**config.mk**
```make
export PLATFORM = sky130hd
export DESIGN_NAME = muldiv_ctrl_flat
export DESIGN_NICKNAME = d
export VERILOG_FILES = /design/src/rtl/muldiv_pkg.sv /design/src/rtl/muldiv_if.sv /design/src/rtl/muldiv_step.sv /design/src/rtl/muldiv_ctrl.sv /design/src/flat_wrapper.sv
export SDC_FILE = /design/constraint.sdc
export NUM_CORES = 1
export LEC_CHECK = 0
export CORE_UTILIZATION = 50
export DETAILED_ROUTE_END_ITERATION = 10
export GPL_TIMING_DRIVEN = 0
export PLACE_DENSITY = 0.69
export SYNTH_ARGS = -nofsm -noshare
export SYNTH_HDL_FRONTEND = slang
export SYNTH_SLANG_ARGS = --single-unit
```
**constraint.sdc**
```tcl
create_clock -name clk -period 4.7 [get_ports clk]
set_input_delay 0.94 -clock clk [delete_from_list [all_inputs] [get_ports clk]]
set_output_delay 0.94 -clock clk [all_outputs]
set_load 0.01 [all_outputs]
```
**src/rtl/muldiv_pkg.sv**
```systemverilog
// Shared types for the HI/LO multiply/divide sequencer: op codes, FSM states,
// the per-operation record captured at issue, and small op-class helpers.
package muldiv_pkg;

  localparam int MULDIV_WIDTH = 32;
  localparam int CNTW = $clog2(MULDIV_WIDTH + 1);

  typedef enum logic [1:0] {
    MULT  = 2'd0,
    MULTU = 2'd1,
    DIV   = 2'd2,
    DIVU  = 2'd3
  } muldiv_op_t;

  typedef enum logic [1:0] {
    IDLE  = 2'd0,
    RUN   = 2'd1,
    FIXUP = 2'd2
  } muldiv_state_t;

  // Everything FIXUP needs to turn magnitudes back into architectural HI/LO.
  typedef struct packed {
    muldiv_op_t op;
    logic       negLo;
    logic       negHi;
    logic       divZero;
  } muldiv_rec_t;

  function automatic logic isDivOp(input muldiv_op_t op);
    return (op == DIV) || (op == DIVU);
  endfunction

  function automatic logic isSignedOp(input muldiv_op_t op);
    return (op == MULT) || (op == DIV);
  endfunction

endpackage

```
**src/rtl/muldiv_if.sv**
```systemverilog
// EX-stage <-> mul/div sequencer bundle. master = pipeline side, slave = sequencer.
interface muldiv_if
  import muldiv_pkg::*;
#(
  parameter int WIDTH = MULDIV_WIDTH
);

  logic             start;
  muldiv_op_t       op;
  logic [WIDTH-1:0] srca;
  logic [WIDTH-1:0] srcb;
  logic             mthi;
  logic             mtlo;
  logic             mfreq;
  logic [WIDTH-1:0] hi;
  logic [WIDTH-1:0] lo;
  logic             busy;
  logic             done;
  logic             stall;

  modport master (
    output start, op, srca, srcb, mthi, mtlo, mfreq,
    input  hi, lo, busy, done, stall
  );

  modport slave (
    input  start, op, srca, srcb, mthi, mtlo, mfreq,
    output hi, lo, busy, done, stall
  );

endinterface

```
**src/rtl/muldiv_step.sv**
```systemverilog
// One shift-add multiply or restoring-divide iteration on unsigned magnitudes.
// Latency: purely combinational, no state.
// Backpressure: none; the caller decides when to register the results.
module muldiv_step
  import muldiv_pkg::*;
#(
  parameter int WIDTH = MULDIV_WIDTH
) (
  input  logic               isDiv,
  input  logic [2*WIDTH-1:0] acc,
  input  logic [2*WIDTH-1:0] opB,
  input  logic [WIDTH-1:0]   shiftQ,
  output logic [2*WIDTH-1:0] accNext,
  output logic [2*WIDTH-1:0] opBNext,
  output logic [WIDTH-1:0]   shiftQNext,
  output logic               qBit
);

  logic [WIDTH:0] remShift;
  logic [WIDTH:0] diff;

  always_comb begin
    remShift   = {acc[WIDTH-1:0], shiftQ[WIDTH-1]};
    diff       = remShift - {1'b0, opB[WIDTH-1:0]};
    accNext    = acc;
    opBNext    = opB;
    shiftQNext = shiftQ;
    qBit       = 1'b0;
    if (isDiv) begin
      // remShift < 2*divisor, so the top bit of diff is a clean borrow flag.
      qBit       = ~diff[WIDTH];
      accNext    = {{WIDTH{1'b0}}, (qBit ? diff[WIDTH-1:0] : remShift[WIDTH-1:0])};
      shiftQNext = {shiftQ[WIDTH-2:0], 1'b0};
    end else begin
      if (shiftQ[0]) begin
        accNext = acc + opB;
      end
      opBNext    = opB << 1;
      shiftQNext = shiftQ >> 1;
    end
  end

endmodule

```
**src/rtl/muldiv_ctrl.sv**
```systemverilog
// HI/LO owner: bit-serial MULT/MULTU/DIV/DIVU sequencer plus MTHI/MTLO writes. Optional MULDIV_EARLY_OUT_EN.
// Latency: WIDTH+1 cycles issue-to-HI/LO (multiply may finish early with MULDIV_EARLY_OUT_EN).
// Backpressure: stall while busy for start/mthi/mtlo/mfreq; the pipeline re-presents them.
module muldiv_ctrl
  import muldiv_pkg::*;
#(
  parameter int WIDTH = MULDIV_WIDTH
) (
  input logic     clk,
  input logic     reset,
  muldiv_if.slave bus
);

  muldiv_state_t      state;
  muldiv_rec_t        rec;
  logic [CNTW-1:0]    cnt;
  logic [2*WIDTH-1:0] accReg;
  logic [2*WIDTH-1:0] bReg;
  logic [WIDTH-1:0]   qReg;
  logic [WIDTH-1:0]   hiReg;
  logic [WIDTH-1:0]   loReg;
  logic               busyReg;
  logic               doneReg;

  logic               isSigned;
  logic [WIDTH-1:0]   magA;
  logic [WIDTH-1:0]   magB;
  logic [2*WIDTH-1:0] accNext;
  logic [2*WIDTH-1:0] bNext;
  logic [WIDTH-1:0]   qNext;
  logic               qBit;
  logic               earlyOut;

  always_comb begin
    isSigned = isSignedOp(bus.op);
    magA     = (isSigned && bus.srca[WIDTH-1]) ? -bus.srca : bus.srca;
    magB     = (isSigned && bus.srcb[WIDTH-1]) ? -bus.srcb : bus.srcb;
  end

  muldiv_step #(.WIDTH(WIDTH)) uStep (
    .isDiv      (isDivOp(rec.op)),
    .acc        (accReg),
    .opB        (bReg),
    .shiftQ     (qReg),
    .accNext    (accNext),
    .opBNext    (bNext),
    .shiftQNext (qNext),
    .qBit       (qBit)
  );

`ifdef MULDIV_EARLY_OUT_EN
  // Remaining multiplier bits all zero: further iterations cannot change the product.
  assign earlyOut = !isDivOp(rec.op) && (qNext == '0);
`else
  assign earlyOut = 1'b0;
`endif

  always_ff @(posedge clk) begin
    if (reset) begin
      state   <= IDLE;
      rec     <= '0;
      cnt     <= '0;
      accReg  <= '0;
      bReg    <= '0;
      qReg    <= '0;
      hiReg   <= '0;
      loReg   <= '0;
      busyReg <= 1'b0;
      doneReg <= 1'b0;
    end else begin
      case (state)
        IDLE: begin
          doneReg <= 1'b0;
          if (bus.start) begin
            rec.op      <= bus.op;
            rec.negLo   <= isSigned && (bus.srca[WIDTH-1] ^ bus.srcb[WIDTH-1]);
            rec.negHi   <= isSigned && bus.srca[WIDTH-1];
            rec.divZero <= (bus.srcb == '0);
            accReg      <= '0;
            // Multiply: bReg = multiplicand, qReg = multiplier. Divide: bReg = divisor, qReg = dividend.
            bReg        <= {{WIDTH{1'b0}}, (isDivOp(bus.op) ? magB : magA)};
            qReg        <= isDivOp(bus.op) ? magA : magB;
            cnt         <= CNTW'(WIDTH);
            busyReg     <= 1'b1;
            state       <= RUN;
          end else begin
            if (bus.mthi) hiReg <= bus.srca;
            if (bus.mtlo) loReg <= bus.srca;
          end
        end
        RUN: begin
          accReg <= accNext;
          bReg   <= bNext;
          qReg   <= isDivOp(rec.op) ? {qNext[WIDTH-1:1], qBit} : qNext;
          cnt    <= cnt - CNTW'(1);
          if ((cnt == CNTW'(1)) || earlyOut) begin
            state <= FIXUP;
          end
        end
        FIXUP: begin
          if (isDivOp(rec.op)) begin
            // Divide-by-zero leaves all-ones quotient; remainder sign fix restores the raw dividend.
            loReg <= rec.divZero ? '1 : (rec.negLo ? -qReg : qReg);
            hiReg <= rec.negHi ? -accReg[WIDTH-1:0] : accReg[WIDTH-1:0];
          end else begin
            {hiReg, loReg} <= rec.negLo ? -accReg : accReg;
          end
          doneReg <= 1'b1;
          busyReg <= 1'b0;
          state   <= IDLE;
        end
        default: begin
          state   <= IDLE;
          busyReg <= 1'b0;
        end
      endcase
    end
  end

  assign bus.hi    = hiReg;
  assign bus.lo    = loReg;
  assign bus.busy  = busyReg;
  assign bus.done  = doneReg;
  assign bus.stall = busyReg && (bus.start || bus.mfreq || bus.mthi || bus.mtlo);

endmodule
```
**src/flat_wrapper.sv**
```systemverilog
// flat-port wrapper written by rule: the top's interface ports become plain ports
module muldiv_ctrl_flat import muldiv_pkg::*;
#(
  parameter int WIDTH = MULDIV_WIDTH
)
  (clk, reset, bus_start, bus_op, bus_srca, bus_srcb, bus_mthi, bus_mtlo, bus_mfreq, bus_hi, bus_lo, bus_busy, bus_done, bus_stall);
  muldiv_if #(.WIDTH(WIDTH)) bus_i ();
  input logic clk;
  input logic reset;
  input wire logic [$bits(bus_i.start)-1:0] bus_start;
  input wire logic [$bits(bus_i.op)-1:0] bus_op;
  input wire logic [$bits(bus_i.srca)-1:0] bus_srca;
  input wire logic [$bits(bus_i.srcb)-1:0] bus_srcb;
  input wire logic [$bits(bus_i.mthi)-1:0] bus_mthi;
  input wire logic [$bits(bus_i.mtlo)-1:0] bus_mtlo;
  input wire logic [$bits(bus_i.mfreq)-1:0] bus_mfreq;
  output wire logic [$bits(bus_i.hi)-1:0] bus_hi;
  output wire logic [$bits(bus_i.lo)-1:0] bus_lo;
  output wire logic [$bits(bus_i.busy)-1:0] bus_busy;
  output wire logic [$bits(bus_i.done)-1:0] bus_done;
  output wire logic [$bits(bus_i.stall)-1:0] bus_stall;
  assign bus_i.start = bus_start;
  assign bus_i.op = bus_op;
  assign bus_i.srca = bus_srca;
  assign bus_i.srcb = bus_srcb;
  assign bus_i.mthi = bus_mthi;
  assign bus_i.mtlo = bus_mtlo;
  assign bus_i.mfreq = bus_mfreq;
  assign bus_hi = bus_i.hi;
  assign bus_lo = bus_i.lo;
  assign bus_busy = bus_i.busy;
  assign bus_done = bus_i.done;
  assign bus_stall = bus_i.stall;
  muldiv_ctrl #(.WIDTH(WIDTH)) u_core (.clk(clk), .reset(reset), .bus(bus_i));
endmodule
```
### Word-level counts from Yosys, hierarchy flattened

Cells that the tools add are included.

| cells by class | value |
|---|---|
| bitwise logic cells | 3 |
| mux-type cells | 36 |
| reductions and logical operators | 23 |
| add/sub/neg operators | 8 |
| eq/ne operators | 14 |

Operator list:

| operator | count |
|---|---|
| $mux 32 | 16 |
| $mux 64 | 6 |
| $pmux 64 s2 | 2 |
| $pmux 32 s2 | 3 |
| $neg 32->32 | 4 |
| $add 64x64->64 | 1 |
| $neg 64->64 | 1 |
| $sub 33x32->33 | 1 |
| $logic_not 32->1 | 1 |
| $pmux 6 s2 | 1 |
| $reduce_and 3->1 | 4 |
| $eq 2x2->1 const B | 5 |
| $ne 2x2->1 const B | 5 |
| $reduce_and 2->1 | 4 |
| $eq 6x1->1 const B | 1 |
| $logic_or 1x1->1 | 6 |
| $mux 6 | 1 |
| $sub 6x1->6 const B | 1 |
| $logic_and 1x1->1 | 4 |
| $logic_not 2->1 | 2 |
| $mux 2 | 2 |
| $pmux 1 s2 | 2 |
| $pmux 2 s2 | 1 |
| $reduce_bool 2->1 | 2 |
| 6 further kinds | 8 |

| storage, ports and cells | value |
|---|---|
| logic and storage cells | 97 |
| flip-flop bits (word level) | 239 |
| input bits | 72 |

### Longest topological paths before layout

| depth | value |
|---|---|
| depth after elaboration | 7 |
| gate-level depth with buffers | 16 |
| gate-level depth less buffers | 13 |

### Hierarchy

From an unflattened synthesis, not the netlist that was laid out.

| unflattened totals | value |
|---|---|
| cells, all modules | 2894 |
| area total of the unflattened synthesis | 21941.0 um^2 |

Modules (own cells, without submodules):

| module | cells each | area an instance (um^2) | times used | seq. area each (um^2) |
|---|---|---|---|---|
| muldiv_ctrl | 1727 | 14107.3 | 1 | 4764.6 |
| muldiv_step | 1167 | 7833.8 | 1 | 0.0 |

### Least setup slack after synthesis

OpenSTA, ideal clock, no wires.

| path | value |
|---|---|
| path kind | reg2reg |
| start point | register u_core.qReg[31] |
| end point | register u_core.accReg[11] |
| setup time | 0.129 ns |
| arrival | 3.309 ns |
| cell stages (with the launch flop) | 17 |
| setup slack | 1.262 ns |
| required time | 4.571 ns |
| path buffers | 3 |
| cell sequence | dfxtp_1 > inv_1 > ha_1 > fa_1 > nand2b_1 > a21o_1 > a21oi_1 > o211ai_1 > a21oi_1 > a21o_1 > or3_1 > clkbuf_1 > and2_1 > clkbuf_1 > buf_2 > mux2i_1 > o21ai_0 |

| on the way | value |
|---|---|
| word-level cells in the longest chain between the ends | 4 |

RTL lines:

| what | RTL line | text |
|---|---|---|
| start, declared | muldiv_ctrl.sv:19 | `logic [WIDTH-1:0] qReg;` |
| start signal, assigned | muldiv_ctrl.sv:82 | `qReg <= isDivOp(bus.op) ? magA : magB;` |
| start signal, assigned | muldiv_ctrl.sv:94 | `qReg <= isDivOp(rec.op) ? {qNext[WIDTH-1:1], qBit} : qNext;` |
| $sub 33x32->33 | muldiv_step.sv:24 | `diff = remShift - {1'b0, opB[WIDTH-1:0]};` |
| $mux 32 | muldiv_step.sv:32 | `accNext = {{WIDTH{1'b0}}, (qBit ? diff[WIDTH-1:0] : remShift[WIDTH-1:0])};` |
| $mux 64 | muldiv_step.sv:29 | `if (isDiv) begin` |
| $pmux 64 s2 | muldiv_ctrl.sv:71 | `case (state)` |
| end signal, assigned | muldiv_ctrl.sv:92 | `accReg <= accNext;` |
| end, declared | muldiv_ctrl.sv:17 | `logic [2*WIDTH-1:0] accReg;` |

Every way passes these cells.
A chain may end at the register's enable or synchronous reset.

### Worst setup path after layout

| path | value |
|---|---|
| start point | register u_core.accReg[0] |
| end point | register u_core.accReg[15] |

| on the way | value |
|---|---|
| word-level cells in the longest chain between the ends | 4 |
| elaborated cells between the ends (all ways) | 6 |
| those cells by class | add/sub (2); mux (4) |

RTL lines:

| what | RTL line |
|---|---|
| $add 64x64->64 / $sub 33x32->33 (equally long branches) | muldiv_step.sv:36, muldiv_step.sv:24 |
| $mux 64 / $mux 32 (equally long branches) | muldiv_step.sv:35, muldiv_step.sv:32 |
| $mux 64 * | muldiv_step.sv:29 |
| $pmux 64 s2 * | muldiv_ctrl.sv:71 |

Mark *: on every way between the ends. The rest lies on a longest branch, timed or not. The select of a mux whose other input is x is not followed.

==> results.yml <==
power_and_ir_drop:
  power.share.sequential: 0.342
  ir_worst_vdd_uv: 239
  pwr-share-clk: 0.362
  power_per_cell_area_nw_per_um2: 292
  combPwrFrac: 0.297
  cellLeakagePower_nw: 8.55
  p_switching_mw: 2.39
  power.share.switching: 0.356
  internal-power_mw: 4.33
synth:
  count_of_flip_flops_with_a_built_in_enable_after_synthesis: 0
  yosys.area.top_type: "dfxtp_1"
  postSynthRegisterBits: 238
  synth.cells.most_frequent: "nand2_1 (290), nor2_1 (281), dfxtp_1 (238), a21oi_1 (211), o21ai_0 (203)"
  mappedNetlistNets: 2895
  post_synth_instance_area_um2: 20000
  yosysMostFrequentCell: "nand2_1"
  yosys.area.top_type_share: 0.238
  synth.area.top_cells: "dfxtp_1 (24%), xnor2_1 (7.0%), ha_1 (6.3%)"
  syn-mean-instance-area_um2: 7.36
  ys_async_sr_fraction: 0
  syn_inst: 2720
  netlist-cell-type-count: 76
  synth-main-ff-cell: "dfxtp_1"
  yosys_warnings: 0
  synth_sequential_area_ratio: 0.238
clock_tree:
  cts_tree: "done"
  cts.path.max_buffers: 3
  clk_latency_ns: 0.57
  holdBufCountCts: 0
  cts_bufs_inserted: 28
  clk_pin_slew_ns: 0.06
  clock_sinks: 238
  ctsHtreeMaxLevel: 1
  clockRootBuffer: "clkbuf_16"
  post-cts-setup-buffers: 0
sta:
  worst-slew-pin-transition_ns: 1.24
  achievable-frequency_mhz: 224
  rsz0062_at_grt: "no"
  report.final.hold_viol_count: 0
  period_needed_ns: 4.46
  fin_tns_setup_ns: 0
  tcrit_tclk_final: 0.948
  max_slew_headroom: 0.174
  timing_max_transition_violations_final: 0
  finalSetupViolations: 0
  post_route_skew_ns: 0.0114
global_route:
  first_global_vias: 21000
  global_route_usage_over_all_layers: 0.425
  grt-ovfl-total: 0
  pin_count_of_the_biggest_net_entering_global_routing: 14
  grt_pass1_wl_mm: 132
  antenna_violations_before_repair: 5
placement:
  gp_congestion: 1.05
  hpwlAfterDp_mm: 71.0
  dp.cells: 3375
  numPortBuffers: 136
finish:
  layout.nets: 3061
  finalNonFillerCells: 3428
  drive_above_1_share: 0.0282
  area.growth.synth_to_final_pct: 15.2
floorplan:
  die_w_um: 202
  fp.dieArea_um2: 40800
  ios: 139
  row_count: 72
  core_area_um2: 39100
  chipHeight_um: 202
  start_util: 0.512
route:
  drt-wirelength-per-cell_um: 26.2
  via_per_inst: 6.74
  detailroute.via_count: 23100
  residual_drc: 0
  drtIter0Drc: 2843
  route.final.wire_length_mm: 89.9
  antenna_violating_nets_post_route: 0
  detailedRoute.firstPassIterationCount: 6
critical_path:
  crit_fanout: 11
  setup.worst_path.class: "reg2reg"
  crit_required_ns: 5.14
  critPathLaunchType: "flip-flop"
  worstSetupEndpointType: "flip-flop"
  endpoint_arrival_time_on_the_critical_path_ns: 4.89
run:
  max_cap_viol_count: 0
status:
  status: "completed"
min_path:
  hold_class: "reg2reg"
[power by group through the flow]
stage	clock network [mW]	registers (mW)	logic [mW]
floorplan	0	2.28	1.21
global placement	0	2.33	1.87
detailed placement	0	2.33	1.89
CTS	2.43	2.28	1.91
global route	2.50	2.30	2.10
finish	2.43	2.30	1.99
[final timing paths]
path	depth (start not counted)	slack [ns]	from	end
setup / recovery	14	0.24	u_core.accReg[0]	u_core.accReg[15]
hold / removal	1	0.48	u_core.cnt[5]	u_core.cnt[5]
setup reg to reg	14	0.24	u_core.accReg[0]	u_core.accReg[15]
hold reg to reg	1	0.48	u_core.cnt[5]	u_core.cnt[5]
[through the flow]
| stage | utilization | hold slack [ns] | area (um^2) | total power, mW | setup slack (ns) |
|---|---|---|---|---|---|
| after detailed placement | 0.564 | 0.472 | 22000 | 4.22 | -0.000304 |
| after global routing | 0.589 | 0.497 | 23000 | 6.91 | 0.0706 |
| after CTS | 0.589 | 0.484 | 23000 | 6.62 | 0.0529 |
| after floorplan | - | 0.444 | 20000 | 3.49 | 1.26 |
| after global placement | 0.563 | 0.466 | 22000 | 4.20 | 0.0615 |
| final | 0.590 | 0.484 | 23100 | 6.72 | 0.244 |
[sequential cells by signal, summed over array words and instances (netlist names)]
name             flops
u_core.accReg       64
u_core.bReg         64
u_core.bus.hi       32
u_core.bus.lo       32
u_core.qReg         32
u_core.cnt           6
u_core.rec           4
u_core.state         2
u_core.bus.busy      1
u_core.bus.done      1
[worst max-delay path, stage by stage (launching register included)]
cell	delay (ns)
dfxtp_1	0.60
inv_1	0.20
fa_1	0.48
nand2b_1	0.20
a21o_1	0.20
a21oi_1	0.40
o211ai_1	0.22
a21oi_1	0.19
a21o_1	0.19
or3_1	0.13
clkbuf_1	0.24
and2_2	0.45
buf_2	0.41
mux2i_1	0.29
o21ai_0	0.10
[per-layer routing]
layer | wire (um) | GRT usage
met1 | 36400 | 0.563
met2 | 37900 | 0.648
met3 | 10300 | 0.0953
met4 | 5170 | 0.210
met5 | 36 | 0
[repair_timing]
| item | in CTS | in global routing |
|---|---|---|
| resized for setup | 0 | 3 |
| endpoints found under the setup margin | 1 | 20 |
| hold endpoints to repair | 0 | 0 |
[layout make-up]
| class | instances | area [um^2] |
|---|---|---|
| clock inverters | 14 | 226 |
| multi-input cells | 2195 | 14200 |
| diodes | 5 | 12.5 |
| fillers | 3794 | 16000 |
| well taps | 518 | 648 |
| flip-flops and latches | 238 | 4760 |
| repair buffers | 137 | 1370 |
| clock buffers | 35 | 778 |
| inverters | 80 | 300 |
| plain buffers | 206 | 779 |
[cell families after synthesis]
group,Yosys count,share of synthesized area
xor+xnor,257,0.112
flops,238,0.238
fa+ha+maj,103,0.0651
compound gates,919,0.305
simple gates,861,0.198
buf+inv,287,0.0541
mux,55,0.0276
[layout by cell type, fill, tap and decap left out, types with 52 or more instances in the layout]
cell type        count
clkbuf_1           191
ha_1               101
a311oi_1            54
a21oi_1            211
xnor2_1            160
nor2_1             281
inv_1               80
mux2i_1             53
a22oi_1             52
dfxtp_1            238
clkdlybuf4s50_1    136
nand2_1            290
a211oi_1            59
xor2_1              97
o21ai_0            203
(Power assumes the default switching activity.)
